`config.mk`:
```
export PLATFORM = sky130hd
export DESIGN_NAME = multimode_ring_mod
export DESIGN_NICKNAME = d
export VERILOG_FILES = /design/src/rtl/multimode_ring_mod.sv
export SDC_FILE = /design/constraint.sdc
export NUM_CORES = 2
export LEC_CHECK = 0
export ABC_AREA = 1
export CAP_MARGIN = 25
export CORE_MARGIN = 8
export CORE_UTILIZATION = 62
export CTS_CLUSTER_DIAMETER = 80
export DETAILED_ROUTE_END_ITERATION = 16
export GPL_TIMING_DRIVEN = 0
export HOLD_SLACK_MARGIN = 0.15
export PLACE_DENSITY = 0.9
export SLEW_MARGIN = 20
export SYNTH_ARGS = -nofsm -noshare
export SYNTH_HDL_FRONTEND = slang
export SYNTH_SLANG_ARGS = --single-unit
```
`constraint.sdc`:
```
create_clock -name clk -period 16.6 [get_ports clk]
set_clock_uncertainty 0.2 [all_clocks]
set_input_delay 3.32 -clock clk [delete_from_list [all_inputs] [get_ports clk]]
set_output_delay 3.32 -clock clk [all_outputs]
set_load 0.01 [all_outputs]
```
`src/rtl/multimode_ring_mod.sv`:
```
// Ring modulator with square/triangle/sawtooth carrier and wet/dry mix.
// Three-stage pipeline: capture + carrier, modulate, mix; out_valid follows in_valid by 3 clocks.
module multimode_ring_mod #(
    parameter int DATA_W  = 16,
    parameter int PHASE_W = 24,
    parameter int MIX_W   = 8
) (
    input  logic               clk,
    input  logic               rst,
    input  logic               enable,
    input  logic [1:0]         mode,
    input  logic [PHASE_W-1:0] phase_inc,
    input  logic [MIX_W-1:0]   mix,
    input  logic               in_valid,
    input  logic [DATA_W-1:0]  pcm_in,
    output logic               out_valid,
    output logic [DATA_W-1:0]  pcm_out
);

    localparam int PROD_W = 2 * DATA_W;
    localparam int ACC_W  = DATA_W + MIX_W + 2;

    localparam logic signed [DATA_W-1:0] C_MAX = {1'b0, {(DATA_W-1){1'b1}}};
    localparam logic signed [DATA_W-1:0] C_NEG = {1'b1, {(DATA_W-2){1'b0}}, 1'b1};
    localparam logic [MIX_W:0]           W_FULL = {1'b1, {MIX_W{1'b0}}};

    logic [PHASE_W-1:0] ph_q, ph_d;

    logic                     s1_valid_q;
    logic signed [DATA_W-1:0] s1_x_q, s1_x_d;
    logic signed [DATA_W-1:0] s1_c_q, s1_c_d;
    logic                     s1_bypass_q, s1_bypass_d;
    logic [MIX_W-1:0]         s1_mix_q;

    logic                     s2_valid_q;
    logic signed [DATA_W-1:0] s2_x_q;
    logic signed [DATA_W-1:0] s2_wet_q, s2_wet_d;
    logic [MIX_W-1:0]         s2_mix_q;

    logic                     out_valid_q;
    logic [DATA_W-1:0]        pcm_out_q, pcm_out_d;

    logic [DATA_W-1:0]        phase_top;
    logic [DATA_W-2:0]        tri_t;
    logic signed [PROD_W-1:0] prod;
    logic [MIX_W:0]           w, inv_w;
    logic signed [ACC_W-1:0]  wet_ext, x_ext, w_ext, inv_w_ext, acc;

    always_comb begin
        ph_d = enable ? ph_q + phase_inc : ph_q;
    end

    // Carrier is derived from the pre-update phase of the capture cycle.
    always_comb begin
        phase_top = ph_q[PHASE_W-1 -: DATA_W];
        tri_t     = phase_top[DATA_W-1] ? ~phase_top[DATA_W-2:0] : phase_top[DATA_W-2:0];
        case (mode)
            2'b00:   s1_c_d = phase_top[DATA_W-1] ? C_NEG : C_MAX;
            2'b01:   s1_c_d = {tri_t, 1'b0} - C_MAX;
            2'b10:   s1_c_d = (phase_top == '0) ? C_NEG
                                                : {~phase_top[DATA_W-1], phase_top[DATA_W-2:0]};
            default: s1_c_d = C_MAX;
        endcase
        s1_x_d      = pcm_in;
        s1_bypass_d = (mode == 2'b11) || !enable;
    end

    // |c| <= MAX keeps the shifted product inside DATA_W, so plain truncation is safe.
    always_comb begin
        prod     = PROD_W'(s1_x_q) * PROD_W'(s1_c_q);
        s2_wet_d = s1_bypass_q ? s1_x_q : DATA_W'(prod >>> (DATA_W - 1));
    end

    always_comb begin
        w         = (&s2_mix_q) ? W_FULL : {1'b0, s2_mix_q};
        inv_w     = W_FULL - w;
        wet_ext   = ACC_W'(s2_wet_q);
        x_ext     = ACC_W'(s2_x_q);
        w_ext     = ACC_W'(w);
        inv_w_ext = ACC_W'(inv_w);
        acc       = wet_ext * w_ext + x_ext * inv_w_ext;
        pcm_out_d = DATA_W'(acc >>> MIX_W);
    end

    always_ff @(posedge clk) begin
        if (rst) begin
            ph_q        <= '0;
            s1_valid_q  <= 1'b0;
            s1_x_q      <= '0;
            s1_c_q      <= '0;
            s1_bypass_q <= 1'b0;
            s1_mix_q    <= '0;
            s2_valid_q  <= 1'b0;
            s2_x_q      <= '0;
            s2_wet_q    <= '0;
            s2_mix_q    <= '0;
            out_valid_q <= 1'b0;
            pcm_out_q   <= '0;
        end else begin
            ph_q       <= ph_d;
            s1_valid_q <= in_valid;
            if (in_valid) begin
                s1_x_q      <= s1_x_d;
                s1_c_q      <= s1_c_d;
                s1_bypass_q <= s1_bypass_d;
                s1_mix_q    <= mix;
            end
            s2_valid_q <= s1_valid_q;
            if (s1_valid_q) begin
                s2_x_q   <= s1_x_q;
                s2_wet_q <= s2_wet_d;
                s2_mix_q <= s1_mix_q;
            end
            out_valid_q <= s2_valid_q;
            if (s2_valid_q) begin
                pcm_out_q <= pcm_out_d;
            end
        end
    end

    assign out_valid = out_valid_q;
    assign pcm_out   = pcm_out_q;

endmodule
```
==> results.json <==
{
  "crit_type": "flop to flop",
  "cp.required_ns": 16.73,
  "track_usage_pct": 31.0,
  "grt_pass1_vias": 23700,
  "crit_path_end_kind": "flop",
  "worstPathArrival_ns": 9.63,
  "fmax_mhz": 105,
  "cts_setup_buffers": 0,
  "seqPwrFrac_pct": 14.8,
  "ctsHoldBuffers": 0,
  "clock-sinks": 124,
  "maxSlewViolCount": 0,
  "worst_path_most_repeated_cell": "nand2_1",
  "grt_setup_unrepaired": "false",
  "cts-root-buf": "clkbuf_16",
  "drt_first_pass_iters": 6,
  "routed_wl_um": 74600,
  "synth.top_cell.area_share_pct": 40.2,
  "overflow": 0,
  "power_frac_clock_pct": 15.5,
  "tightest_slew_ns": 0.963,
  "yosys_register_bits": 124,
  "avgViaCountPerCell": 5.64,
  "area_growth_pct": 7.42,
  "wire_per_inst_um": 18.3,
  "diodes": 0,
  "insertion_delay_ns": 0.43,
  "p_comb_share_pct": 69.8,
  "fin_ws_ns": 7.09,
  "dpl_cell_area_um2": 27600,
  "cts_buffers": 17,
  "syn_nets": 4200,
  "grt_pass1_wl_um": 122000,
  "yosys_warnings": 0,
  "synth_top_family_by_area": "adder cells",
  "die_y_um": 222,
  "synth_async_sr_flop_share_pct": 0,
  "synth-xor-area-share_pct": 1.30,
  "intPower_uw": 1150,
  "final_util_pct": 67.3,
  "grt_max_degree": 17,
  "swShare_pct": 53.3,
  "slowest_stage": "fa_1",
  "drt_iter0_markers": 2473,
  "synth.avg_cell_area_um2": 7.65,
  "synth_compound_area_share_pct": 8.10,
  "initial_core_util_pct": 62.7,
  "worstSetupStartpointType": "flop",
  "drive_gt1_share_pct": 1.59,
  "power.density_nw_per_um2": 87.6,
  "cts_resized": 0,
  "nFillCells": 3366,
  "synth_area_leaders": "fa_1 40%, inv_1 13%, nand2_1 10%",
  "holdWs_ns": 0.291,
  "rows": 75,
  "synthSimpleGateAreaFrac_pct": 17.1,
  "synth_most_common_cell": "inv_1",
  "maxCapViolations": 0,
  "period_minus_slack_ns": 9.51,
  "syn-instance-count": 3430,
  "post-route-period-util_pct": 57.3,
  "yosysSeqAreaShare_pct": 9.46,
  "synth_edf_count": 0,
  "synth_top_cell_by_area": "fa_1",
  "num_vias": 22900,
  "netlist_area_um2": 26200,
  "synth_mux_area_share_pct": 0,
  "synth_common_cells": "892 x inv_1, 705 x nand2_1, 527 x fa_1",
  "status": "finished, final reports clean",
  "multi_input_area_um2": 19900,
  "dpl.hpwl_um": 62800,
  "regArea_um2": 2480,
  "ys_types": 48,
  "drc": 0,
  "die_area_um2": 49200,
  "postLayoutCellArea_um2": 28200,
  "synthAdderAreaFrac_pct": 49.2,
  "cp_slowest_stage_delay_ns": 0.58,
  "hold_viol_final": 0,
  "tritoncts": "built",
  "fin_setup_tns_ns": 0,
  "port_buffers": 67,
  "setup_violations": 0,
  "io_pins": 71,
  "post-place-ws_ns": 7.40,
  "hp-class": "flop to flop",
  "cp_max_fo": 10,
  "total_leakage_power_uw": 0.0142,
  "antenna_left": 0,
  "coreArea_um2": 41900,
  "synth_flop_cell": "dfxtp_1",
  "gp_congestion": 1.02,
  "vdd_drop_max_mv": 0.102,
  "relSlewSlack_pct": 35.0,
  "final_nets": 4286,
  "antenna_found_initial": 0,
  "cts.path.max_buffers": 2,
  "fp.dieW_um": 222,
  "p_sw_uw": 1320,
  "cts.clk_slew.worst_paths_ns": 0.07,
  "htree_levels": 4
}
stage by stage:
step	std cells	power, uW
2_1_floorplan	3430	1560
3_3_place_gp	4036	1990
5_1_grt	4068	2700
3_5_place_dp	4036	2030
4_1_cts	4068	2430
6_report	4068	2470
cells in the final DEF, fill, tap and decap left out, types with 6 or more instances in the layout:
master | netlist | final
fa_1 | 527 | 527
clkbuf_1 | 117 | 117
nand2_1 | 705 | 705
dfxtp_1 | 124 | 124
a21o_1 | 11 | 11
nand4_1 | 10 | 10
o211ai_1 | 10 | 10
clkbuf_16 | 0 | 17
xnor2_1 | 17 | 17
clkdlybuf4s50_1 | 0 | 67
o21bai_1 | 9 | 9
a21oi_1 | 172 | 172
inv_1 | 892 | 892
nor4_1 | 6 | 6
nor2_1 | 291 | 291
xor2_1 | 22 | 22
nor3_1 | 15 | 15
o21ai_0 | 143 | 143
ha_1 | 189 | 189
nand3_1 | 83 | 83
buf_1 | 12 | 12
a31oi_1 | 21 | 21
critical path: cells and delay by family, from the launching register on:
family / cells / cell delay (ns)
buf+inv: 10 / 1.70
simple gates: 20 / 2.80
fa+ha+maj: 9 / 4.20
flops: 1 / 0.49
cell type report:
class,count,area share [%]
clock buffers,17,1.51
inverters,897,11.9
multi-input cells,2273,70.5
clock inverters,15,0.626
plain buffers,136,1.86
flip-flops and latches,124,8.81
well taps,539,2.39
repair buffers,67,2.38
power groups by stage:
stage                     Clock (uW)  Sequential (uW)  Combinational [uW]
after floorplan                    0              356                1210
after global placement             0              368                1620
after detailed placement           0              369                1660
after CTS                        382              363                1680
after global routing             395              367                1930
final                            382              364                1720
sequential cells by signal, summed over array words and instances, names as in the netlist, 8 cells and up:
register and flops:
pcm_out 16, ph_q 24, s1_c_q 16, s1_mix_q 8
s1_x_q 16, s2_mix_q 8, s2_wet_q 16, s2_x_q 16
worst paths after layout:
check,to,start,slack (ns),depth (start not counted)
min reg2reg,pcm_out[2]$_SDFFE_PP0P_,pcm_out[2]$_SDFFE_PP0P_,0.29,2
max,pcm_out[12]$_SDFFE_PP0P_,s2_mix_q[1]$_SDFFE_PP0P_,7.09,39
min,pcm_out[2]$_SDFFE_PP0P_,pcm_out[2]$_SDFFE_PP0P_,0.29,2
max reg2reg,pcm_out[12]$_SDFFE_PP0P_,s2_mix_q[1]$_SDFFE_PP0P_,7.09,39
cell families after synthesis:
| logic type | after synthesis |
|---|---|
| compound gates | 389 |
| simple gates | 1129 |
| fa+ha+maj | 716 |
| xor+xnor | 39 |
| buf+inv | 1033 |
| flops | 124 |
routing by layer:
metal	wire (um)	track usage [%]	vias to the layer above
li1	-	-	10300
met1	28600	39.9	11000
met2	33300	48.7	1374
met3	8210	6.85	283
met4	4480	16.3	0
met5	0	0	-
(Power assumes the default switching activity.)
==> RTL edit: new RTL, same flow settings <==
Set the parameter `MIX_W` to 10 (it was 8).
--- a/src/rtl/multimode_ring_mod.sv
+++ b/src/rtl/multimode_ring_mod.sv
@@ -3,7 +3,7 @@
 module multimode_ring_mod #(
     parameter int DATA_W  = 16,
     parameter int PHASE_W = 24,
-    parameter int MIX_W   = 8
+    parameter int MIX_W   = 10
 ) (
     input  logic               clk,
     input  logic               rst,
Ports: changed (resized mix); port bits go from 71 to 73. The function was not compared with the original's and may differ.
==> RTL edit against the original RTL <==
Count of clock-buffer cells in the layout unchanged; worst setup slack worse by 0.18 ns; power is 23% higher; synthesized area grew 9.5%; design area increased by 9.3%; sequential cell count rose by 4; wire length increased by 13%; non-clock buffer count rose by 18; sequential share of layout area shrank 0.49 points.
==> RTL edit: results (changes against the original RTL) <==
Yosys
  – Post-synth top flop: dfxtp_1
  – Synth cell count leaders: inv_1, nand2_1, fa_1, nor2_1, ha_1
  – Asr flop ratio synth: 0% (unchanged)
  – Top cells by area, synth: fa_1, inv_1, nand2_1
  – Ys Warns: 0 (unchanged)
  – Seq/Total Area, Yosys: 8.92% (-0.55 points)
  – Yosys cell types: 46 (-4.2%)
  – Mapped Nets: 4572 (+8.9%)

Pwr
  – Maximum vdd drop: 86.8 uV (-15%)
  – Leakage: 15.5 nW (+8.9%)
  – Cell Int Power: 1.36 mW (+18%)

Clock network
  – # H-tree levels: 4 (unchanged)
  – Clock Pin Slew Worst Setup and Hold Paths: 0.07 ns (about the same)
  – Post-CTS Setup Inserts: 0 (unchanged)
  – Post_cts resized: 0 (unchanged)
  – Clock Latency Late Sink: 0.45 ns (+0.02 ns)
  – Clock buffer count from CTS: 17 (unchanged)
  – Clock buffer depth: 2 (unchanged)
  – Root Buffer: clkbuf_16

Worst setup path
  – Worst path slowest cell: fa_1
  – CP arrival: 9.83 ns (+0.20 ns)
  – CP Max Fanout: 10 (unchanged)
  – Slowest Stage Delay on Critical Path: 0.68 ns (+0.10 ns)
  – R2R cell count: 34 (-13%)

Placed design
  – Port bufs: 70 (+4.5%)
  – Final HPWL DP: 70100 um (+12%)
  – Placer Congestion: 1.06 (+4.3%)

Global route
  – Vias in the first global route: 26503 (+12%)
  – Antenna violations before repair: 3 (+3)
  – First-pass GRT wire length: 137000 um (+12%)
  – Largest net degree at the start of global routing: 17 (unchanged)
  – GRT Total Usage: 32.4% (+1.4 points)

Final layout
  – Nets: 4661 (+8.7%)
  – Layout cells sized above 1: 1.73% (+0.14 points)
  – Filler instances: 3632 (+7.9%)
  – Top reg by flops: ph_q
  – Largest register FFs: 24 (unchanged)

Route
  – Vias/cell: 5.68 (+0.84%)
  – Number of DRC markers in iteration 0: 2626 (+6.2%)
  – DR WL/cell: 19.0 um (+3.4%)
  – Drt drc: 0 (unchanged)
  – Drt pass-1 iters: 8 (+2)

Min path
  – Hold Crit Depth: 2 (unchanged)
  – Hold Path Class: flip-flop to flip-flop

Status
  – Status: complete, no violations

Timing
  – Max-slew headroom: 38.2% (+3.2 points)
RTL edit: cell types whose count changed in the layout (fill, tap and decap cells not counted), moves of 4 or more:
cell / before / now
buf_1: 12 / 17
nand2_1: 705 / 756
nor2_1: 291 / 311
nand4_1: 10 / 21
inv_1: 892 / 960
xnor2_1: 17 / 27
o21ai_0: 143 / 160
a21oi_1: 172 / 179
clkbuf_1: 117 / 125
dfxtp_1: 124 / 128
o211ai_1: 10 / 4
o21a_1: 1 / 6
fa_1: 527 / 601
ha_1: 189 / 200
RTL edit: cells by family after synthesis:
group                    synth area share, %
AND/OR/NAND/NOR                         16.8
buffers and inverters                   14.6
adder cells (fa/ha/maj)                 50.6
AO/OA/AOI/OAI                           7.60
flip-flops                              8.92
XOR/XNOR                                1.43
RTL edit: worst max-delay path: cells and delay by family, from the launching register on:
family	cells	cell delay, ns
AND/OR/NAND/NOR	15	2.26
buffers and inverters	9	1.79
flip-flops	1	0.46
adder cells (fa/ha/maj)	9	4.48
AO/OA/AOI/OAI	1	0.37
RTL edit: path summary, 6_finish.rpt:
check | start | to | slack [ns]
max reg2reg | s2_mix_q[2] | pcm_out[14] | 6.92
min reg2reg | s1_mix_q[4] | s2_mix_q[4] | 0.29
max | s2_mix_q[2] | pcm_out[14] | 6.92
min | s1_mix_q[4] | s2_mix_q[4] | 0.29
RTL edit: layer usage:
layer / global-route usage, % / up-vias / share of wire (%)
met5: 0 / - / 0.015
met4: 17.6 / 2 / 6.3
met3: 9.52 / 385 / 12
met2: 50.6 / 1610 / 45
met1: 40.4 / 12044 / 37
li1: - / 11103 / -
RTL edit: power by group through the flow:
stage	sequential, mW	combinational, mW	clock, mW
floorplan	0.368	1.54	0
detailed placement	0.381	2.17	0
finish	0.377	2.28	0.390
CTS	0.374	2.20	0.386
global route	0.379	2.52	0.400
global placement	0.379	2.11	0
RTL edit: area by class of cell:
cell class                      instances  area share (%)
Multi-Input combinational cell       2471            71.3
Inverter                              965            11.8
Sequential cell                       128            8.32
Tap cell                              607            2.47
Timing Repair Buffer                   70            2.28
Buffer                                151            1.91
Clock buffer                           17            1.38
Clock inverter                         15           0.540
Antenna cell                            1         0.00813
RTL edit: metrics by stage:
stage | area, um2 | util [%] | hold slack, ns | setup slack, ns | instances
6_report | 30800 | 66.7 | 0.290 | 6.92 | 4425
5_1_grt | 30800 | 66.7 | 0.309 | 6.58 | 4424
4_1_cts | 30800 | 66.7 | 0.286 | 7.19 | 4424
3_5_place_dp | 30200 | 65.4 | 0.268 | 7.20 | 4392
3_3_place_gp | 30200 | 65.4 | 0.261 | 7.36 | 4392
2_1_floorplan | 28700 | - | 0.249 | 9.03 | 3715
